==> src/rtl/alu_pkg.sv <==
// Shared op codes and FSM state encoding for the multi-cycle ALU.
package alu_pkg;

  localparam logic [3:0] OP_AND  = 4'b0000;
  localparam logic [3:0] OP_OR   = 4'b0001;
  localparam logic [3:0] OP_ADD  = 4'b0010;
  localparam logic [3:0] OP_SUB  = 4'b0110;
  localparam logic [3:0] OP_SLT  = 4'b0111;
  localparam logic [3:0] OP_NOR  = 4'b1100;
  localparam logic [3:0] OP_MULU = 4'b1000;
  localparam logic [3:0] OP_DIVU = 4'b1001;

  typedef enum logic [1:0] {
    ST_IDLE = 2'd0,
    ST_MUL  = 2'd1,
    ST_DIV  = 2'd2
  } state_t;

endpackage

==> src/rtl/alu_muldiv_iter.sv <==
// Shared shift datapath for unsigned multiply (shift-add) and restoring divide, one bit per cycle.
// o_hi/o_lo present the value the registers take at the next edge; the top captures them when o_step_done=1.
module alu_muldiv_iter #(
  parameter int WIDTH = 32,
  parameter int CNT_W = $clog2(WIDTH + 1)
) (
  input  logic             clk,
  input  logic             rst_n,
  input  logic             i_load,
  input  logic             i_mode,   // 0 = multiply, 1 = divide
  input  logic [WIDTH-1:0] i_a,
  input  logic [WIDTH-1:0] i_b,
  output logic             o_step_done,
  output logic [WIDTH-1:0] o_hi,
  output logic [WIDTH-1:0] o_lo
);

  logic             r_mode;
  logic [CNT_W-1:0] r_cnt;
  logic [WIDTH-1:0] r_hi;
  logic [WIDTH-1:0] r_lo;
  logic [WIDTH-1:0] r_opd;

  logic [WIDTH:0]   w_sum;
  logic [WIDTH:0]   w_mul_hi;
  logic [WIDTH:0]   w_shift;
  logic [WIDTH+1:0] w_diff;
  logic             w_fits;

  // Multiply: accumulator in r_hi, multiplier shifts out of r_lo as product bits shift in.
  assign w_sum    = {1'b0, r_hi} + {1'b0, r_opd};
  assign w_mul_hi = r_lo[0] ? w_sum : {1'b0, r_hi};

  // Divide: remainder in r_hi, dividend shifts out of r_lo as quotient bits shift in.
  assign w_shift = {r_hi, r_lo[WIDTH-1]};
  assign w_diff  = {1'b0, w_shift} - {2'b00, r_opd};
  assign w_fits  = ~w_diff[WIDTH+1];

  always_comb begin
    o_hi = r_hi;
    o_lo = r_lo;
    if (r_mode) begin
      o_hi = w_fits ? w_diff[WIDTH-1:0] : w_shift[WIDTH-1:0];
      o_lo = {r_lo[WIDTH-2:0], w_fits};
    end else begin
      o_hi = w_mul_hi[WIDTH:1];
      o_lo = {w_mul_hi[0], r_lo[WIDTH-1:1]};
    end
  end

  assign o_step_done = (r_cnt == CNT_W'(1));

  always_ff @(posedge clk or negedge rst_n) begin
    if (!rst_n) begin
      r_mode <= 1'b0;
      r_cnt  <= '0;
      r_hi   <= '0;
      r_lo   <= '0;
      r_opd  <= '0;
    end else if (i_load) begin
      r_mode <= i_mode;
      r_cnt  <= CNT_W'(WIDTH);
      r_hi   <= '0;
      r_lo   <= i_a;
      r_opd  <= i_b;
    end else if (r_cnt != '0) begin
      r_cnt <= r_cnt - CNT_W'(1);
      r_hi  <= o_hi;
      r_lo  <= o_lo;
    end
  end

endmodule

==> src/rtl/alu_multicycle.sv <==
// Integer ALU: single-cycle logic/add/compare ops plus iterative MULU/DIVU behind start/busy/done.
// Handshake: an op is accepted on a rising edge with start=1 and busy=0; done pulses once per accepted op.
module alu_multicycle
  import alu_pkg::*;
#(
  parameter int WIDTH = 32,
  parameter int CNT_W = $clog2(WIDTH + 1)
) (
  input  logic             clk,
  input  logic             rst_n,
  input  logic             start,
  input  logic [3:0]       op,
  input  logic [WIDTH-1:0] a,
  input  logic [WIDTH-1:0] b,
  output logic [WIDTH-1:0] result_lo,
  output logic [WIDTH-1:0] result_hi,
  output logic             zero,
  output logic             cout,
  output logic             overflow,
  output logic             div_by_zero,
  output logic             illegal,
  output logic             busy,
  output logic             done,
  output state_t           dbg_state
);

  state_t           r_state;
  logic [WIDTH-1:0] r_lo;
  logic [WIDTH-1:0] r_hi;
  logic             r_zero;
  logic             r_cout;
  logic             r_ovf;
  logic             r_dbz;
  logic             r_illegal;
  logic             r_busy;
  logic             r_done;

  logic             w_accept;
  logic             w_load;
  logic             w_step_done;
  logic [WIDTH-1:0] w_it_hi;
  logic [WIDTH-1:0] w_it_lo;
  logic [WIDTH:0]   w_add;
  logic [WIDTH:0]   w_sub;
  logic             w_add_ovf;
  logic             w_sub_ovf;
  logic [WIDTH-1:0] w_sc_lo;
  logic             w_sc_cout;
  logic             w_sc_ovf;
  logic             w_sc_illegal;

  assign w_accept = start && !r_busy;
  assign w_load   = w_accept && ((op == OP_MULU) || ((op == OP_DIVU) && (b != '0)));

  alu_muldiv_iter #(.WIDTH(WIDTH), .CNT_W(CNT_W)) u_iter (
    .clk        (clk),
    .rst_n      (rst_n),
    .i_load     (w_load),
    .i_mode     (op == OP_DIVU),
    .i_a        (a),
    .i_b        (b),
    .o_step_done(w_step_done),
    .o_hi       (w_it_hi),
    .o_lo       (w_it_lo)
  );

  assign w_add     = {1'b0, a} + {1'b0, b};
  assign w_sub     = {1'b0, a} + {1'b0, ~b} + {{WIDTH{1'b0}}, 1'b1};
  assign w_add_ovf = (a[WIDTH-1] == b[WIDTH-1]) && (w_add[WIDTH-1] != a[WIDTH-1]);
  assign w_sub_ovf = (a[WIDTH-1] != b[WIDTH-1]) && (w_sub[WIDTH-1] != a[WIDTH-1]);

  always_comb begin
    w_sc_lo      = '0;
    w_sc_cout    = 1'b0;
    w_sc_ovf     = 1'b0;
    w_sc_illegal = 1'b0;
    case (op)
      OP_AND: w_sc_lo = a & b;
      OP_OR:  w_sc_lo = a | b;
      OP_NOR: w_sc_lo = ~(a | b);
      OP_ADD: begin
        w_sc_lo   = w_add[WIDTH-1:0];
        w_sc_cout = w_add[WIDTH];
        w_sc_ovf  = w_add_ovf;
      end
      OP_SUB: begin
        w_sc_lo   = w_sub[WIDTH-1:0];
        w_sc_cout = w_sub[WIDTH];
        w_sc_ovf  = w_sub_ovf;
      end
      OP_SLT: w_sc_lo = {{(WIDTH-1){1'b0}}, w_sub[WIDTH-1] ^ w_sub_ovf};
      default: w_sc_illegal = 1'b1;
    endcase
  end

  always_ff @(posedge clk or negedge rst_n) begin
    if (!rst_n) begin
      r_state   <= ST_IDLE;
      r_lo      <= '0;
      r_hi      <= '0;
      r_zero    <= 1'b0;
      r_cout    <= 1'b0;
      r_ovf     <= 1'b0;
      r_dbz     <= 1'b0;
      r_illegal <= 1'b0;
      r_busy    <= 1'b0;
      r_done    <= 1'b0;
    end else begin
      r_done <= 1'b0;
      case (r_state)
        ST_IDLE: begin
          if (w_accept) begin
            r_cout    <= 1'b0;
            r_ovf     <= 1'b0;
            r_dbz     <= 1'b0;
            r_illegal <= 1'b0;
            if (op == OP_MULU) begin
              r_state <= ST_MUL;
              r_busy  <= 1'b1;
            end else if (op == OP_DIVU) begin
              if (b == '0) begin
                r_lo   <= '1;
                r_hi   <= a;
                r_zero <= 1'b0;
                r_dbz  <= 1'b1;
                r_done <= 1'b1;
              end else begin
                r_state <= ST_DIV;
                r_busy  <= 1'b1;
              end
            end else begin
              r_lo      <= w_sc_lo;
              r_hi      <= '0;
              r_zero    <= (w_sc_lo == '0);
              r_cout    <= w_sc_cout;
              r_ovf     <= w_sc_ovf;
              r_illegal <= w_sc_illegal;
              r_done    <= 1'b1;
            end
          end
        end
        ST_MUL, ST_DIV: begin
          // Result ports keep the previous op's values until the last step lands.
          if (w_step_done) begin
            r_lo    <= w_it_lo;
            r_hi    <= w_it_hi;
            r_zero  <= (w_it_lo == '0);
            r_done  <= 1'b1;
            r_busy  <= 1'b0;
            r_state <= ST_IDLE;
          end
        end
        default: begin
          r_state <= ST_IDLE;
          r_busy  <= 1'b0;
        end
      endcase
    end
  end

  assign result_lo   = r_lo;
  assign result_hi   = r_hi;
  assign zero        = r_zero;
  assign cout        = r_cout;
  assign overflow    = r_ovf;
  assign div_by_zero = r_dbz;
  assign illegal     = r_illegal;
  assign busy        = r_busy;
  assign done        = r_done;
  assign dbg_state   = r_state;

endmodule

==> config.mk <==
export PLATFORM = sky130hd
export DESIGN_NAME = alu_multicycle
export DESIGN_NICKNAME = d
export VERILOG_FILES = /design/src/rtl/alu_pkg.sv /design/src/rtl/alu_muldiv_iter.sv /design/src/rtl/alu_multicycle.sv
export SDC_FILE = /design/constraint.sdc
export NUM_CORES = 1
export LEC_CHECK = 0
export BUFFER_PORTS_ARGS = -buffer_cell sky130_fd_sc_hd__buf_2
export CORE_MARGIN = 8
export CORE_UTILIZATION = 40
export CTS_CLUSTER_SIZE = 24
export DETAILED_ROUTE_END_ITERATION = 16
export GPL_TIMING_DRIVEN = 0
export SYNTH_ARGS = -nofsm -noshare
export SYNTH_HDL_FRONTEND = slang
export SYNTH_SLANG_ARGS = --single-unit
==> constraint.sdc <==
create_clock -name clk -period 3.1 [get_ports clk]
set_input_delay 0.62 -clock clk [delete_from_list [all_inputs] [get_ports clk]]
set_output_delay 0.62 -clock clk [all_outputs]
set_load 0.02 [all_outputs]
==> flow_summary.ini <==
[global_route]
grt_pass1_vias = 20400
grt_usage_pct = 32.8
grt_overflow = 0
antenna_found_initial = 0
grt_max_degree = 103
grt_first_pass_wirelength_mm = 131

[yosys]
syn_nets = 2595
synth.cell_area_um2 = 18000
synth_warnings = 0
synth_top_area_cell = dfrtp_1
synth_enable_flop_cells = 0
async_flop_share_pct = 100
ys_types = 96
synth_top_area_share_pct = 24.5
synth-seq-cells = 176
syn_avg_cell_area_um2 = 7.67
yosysSeqAreaShare_pct = 24.5
netlist_instances = 2347
synth_flop_cell = dfrtp_1
synthTopCellsByArea = dfrtp_1 (24%), ha_1 (12%), o21ai_0 (6.0%), a21oi_1 (5.6%), nand2_1 (5.3%)

[final_layout]
n_antenna_cell = 0
nNetsFinal = 2931
syn_to_final_growth_pct = 36.4
layout_commonest_cell = nand2_1
drive_gt1_share_pct = 31.8
final_cell_mix = nand2_1 (239), dfrtp_1 (157), buf_2 (145)
final_core_util_pct = 55.4
stdcell_area_um2 = 24500
nFillCells = 4190

[setup_path]
arrival_ns = 4.99
cp_max_fo = 3
crit_path_end_kind = flip-flop
cpMostUsedCell = buf_6
required_ns = 3.50
start_kind = primary input
cpPeakStageDelay_ns = 0.44
crit_type = primary input to flip-flop
critPathSlowestCell = fa_2

[sta]
hold_viol = 0
drv_slew = 0
tightest_slew_ns = 1.17
final-setup-viol-count = 74
rsz0062_at_grt = yes
timing.fmax_mhz = 218
fin_skew_ns = 0.0132
fin_ws_ns = -1.49
post-route-period-util_pct = 148
slew_headroom_pct = 21.8
min_period_ns = 4.59

[drt]
drtIter0Drc = 2147
vias = 21000
ant_nets = 0
dr.pass1.iters = 6
avgRoutedWirePerCell_um = 27.5
viasPerCell = 6.38
wl_mm = 90.3
route.detailed.drc = 0

[clocking]
insertion_delay_ns = 0.46
clock-sinks = 176
cts_root_buffer = clkbuf_16
cts.clk_slew.worst_paths_ns = 0.07
cts_tree = yes
cts_made_buffers = 17
htreeDepth = 4
cts_buffer_depth = 2

[power_and_ir_drop]
ir_drop_mv = 0.630
p_leak_nw = 10.6
power_density_nw_per_um2 = 1210
p_total_mw = 29.8

[run_status]
outcome = finished, violations left
violations = setup timing

[die]
die_area_um2 = 52000
die_h_um = 228
coreArea_um2 = 44300
initial_utilization_pct = 40.6
boundaryPins = 144
fp.dieW_um = 228
rows = 77

[placement]
port_buffers = 141
place_area_um2 = 19600
gp_congestion = 1.00
dp.final_hpwl_mm = 68.1

[hold_path]
min_path_type = primary input to async pin

[job]
drv_cap = 0
==> cells in the mapped netlist, types with 14 or more instances <==
cell type and instances:
nand2_1 256, o21ai_0 214, a21oi_1 200, dfrtp_1 176, ha_1 172, inv_1 162
nor2_1 147, clkbuf_1 100, nand3_1 68, nor3_1 65, o211ai_1 65, a21o_1 52
mux2i_1 49, xnor2_1 47, a211oi_1 38, nor4_1 32, a22oi_1 30, nand4_1 30
a31oi_1 29, buf_2 29, nand2b_1 22, o22a_1 21, o21a_1 20, a221oi_1 19
nor2b_1 18, o21bai_1 18, and3_1 16, xor2_1 14
==> kinds of logic after synthesis <==
group / count (synthesis) / share of synthesized area (%)
flip-flops: 176 / 24.5
AND/OR/NAND/NOR: 709 / 18.6
XOR/XNOR: 61 / 2.97
adder cells (fa/ha/maj): 177 / 12.5
AO/OA/AOI/OAI: 857 / 31.4
multiplexers: 58 / 3.29
buffers and inverters: 309 / 6.70
==> critical path, delay by kind of cell <==
family / cells / cell delay (ns)
adders and majority gates: 2 / 0.58
buffers and inverters: 13 / 1.44
AOI/OAI and AO/OA: 13 / 2.10
and+or+nand+nor: 2 / 0.23
==> path summary, 6_finish.rpt <==
kind,slack [ns],to,cells past startpoint,start
worst max-delay path,-1.49,result_lo[0]$_DFFE_PN0P_,30,b[1]
worst min-delay path,0.11,result_lo[6]$_DFFE_PN0P_,1,rst_n
worst max register to register,-0.35,zero$_DFFE_PN0P_,13,dbg_state[0]$_DFFE_PN0P_
worst min register to register,0.48,result_hi[13]$_DFFE_PN0P_,2,result_hi[13]$_DFFE_PN0P_
max in group asynchronous,1.96,u_iter.r_hi[26]$_DFFE_PN0P_,2,rst_n
min in group clk,0.47,u_iter.r_lo[2]$_DFFE_PN0P_,3,a[2]
==> what timing repair did <==
item	CTS	global route
setup endpoints to repair	167	121
gates resized for setup	523	248
buffers inserted	121	77
gates cloned	3	1
hold buffers	0	0
pin swaps	159	152
==> area by class of cell <==
class	instances	area, um2	area share [%]
flip-flops and latches	176	4430	18.0
repair buffers	332	2620	10.7
clock inverters	12	125	0.510
well taps	592	741	3.02
plain buffers	130	707	2.88
clock buffers	18	439	1.79
inverters	164	689	2.81
multi-input cells	1862	14800	60.3
==> sequential cells by signal, indices dropped and copies added, names as in the netlist <==
signal	cells
u_iter.r_lo	32
result_lo	32
u_iter.r_hi	32
dbg_state	2
zero	1
u_iter.r_opd	32
cout	1
done	1
busy	1
div_by_zero	1
u_iter.r_cnt	6
result_hi	32
illegal	1
overflow	1
u_iter.r_mode	1
==> report_power, final <==
group | switching, mW | total (mW) | internal, mW
Sequential | 1.31 | 4.69 | 3.37
Combinational | 13.2 | 22.9 | 9.70
Clock | 1.06 | 2.20 | 1.14
==> routing by layer <==
metal	up-vias	track usage, %	wire, um
met3	255	4.18	6520
met4	0	18.9	5790
met5	-	0	0
met2	1109	53.4	41900
met1	10300	41.5	36100
li1	9308	-	-
==> through the flow <==
step / setup TNS, ns / setup WS (ns) / hold WS, ns / cells
finish: -17.11 / -1.49 / 0.114 / 3286
global route: -24.15 / -1.61 / 0.169 / 3286
CTS: -17.18 / -1.45 / 0.160 / 3224
detailed placement: -181.59 / -2.52 / 0.466 / 3081
global placement: -447.99 / -2.42 / 0.459 / 3080
floorplan: -2.86 / -1.08 / 0.324 / 2347
Note: power is estimated with default switching activity, not from simulation.
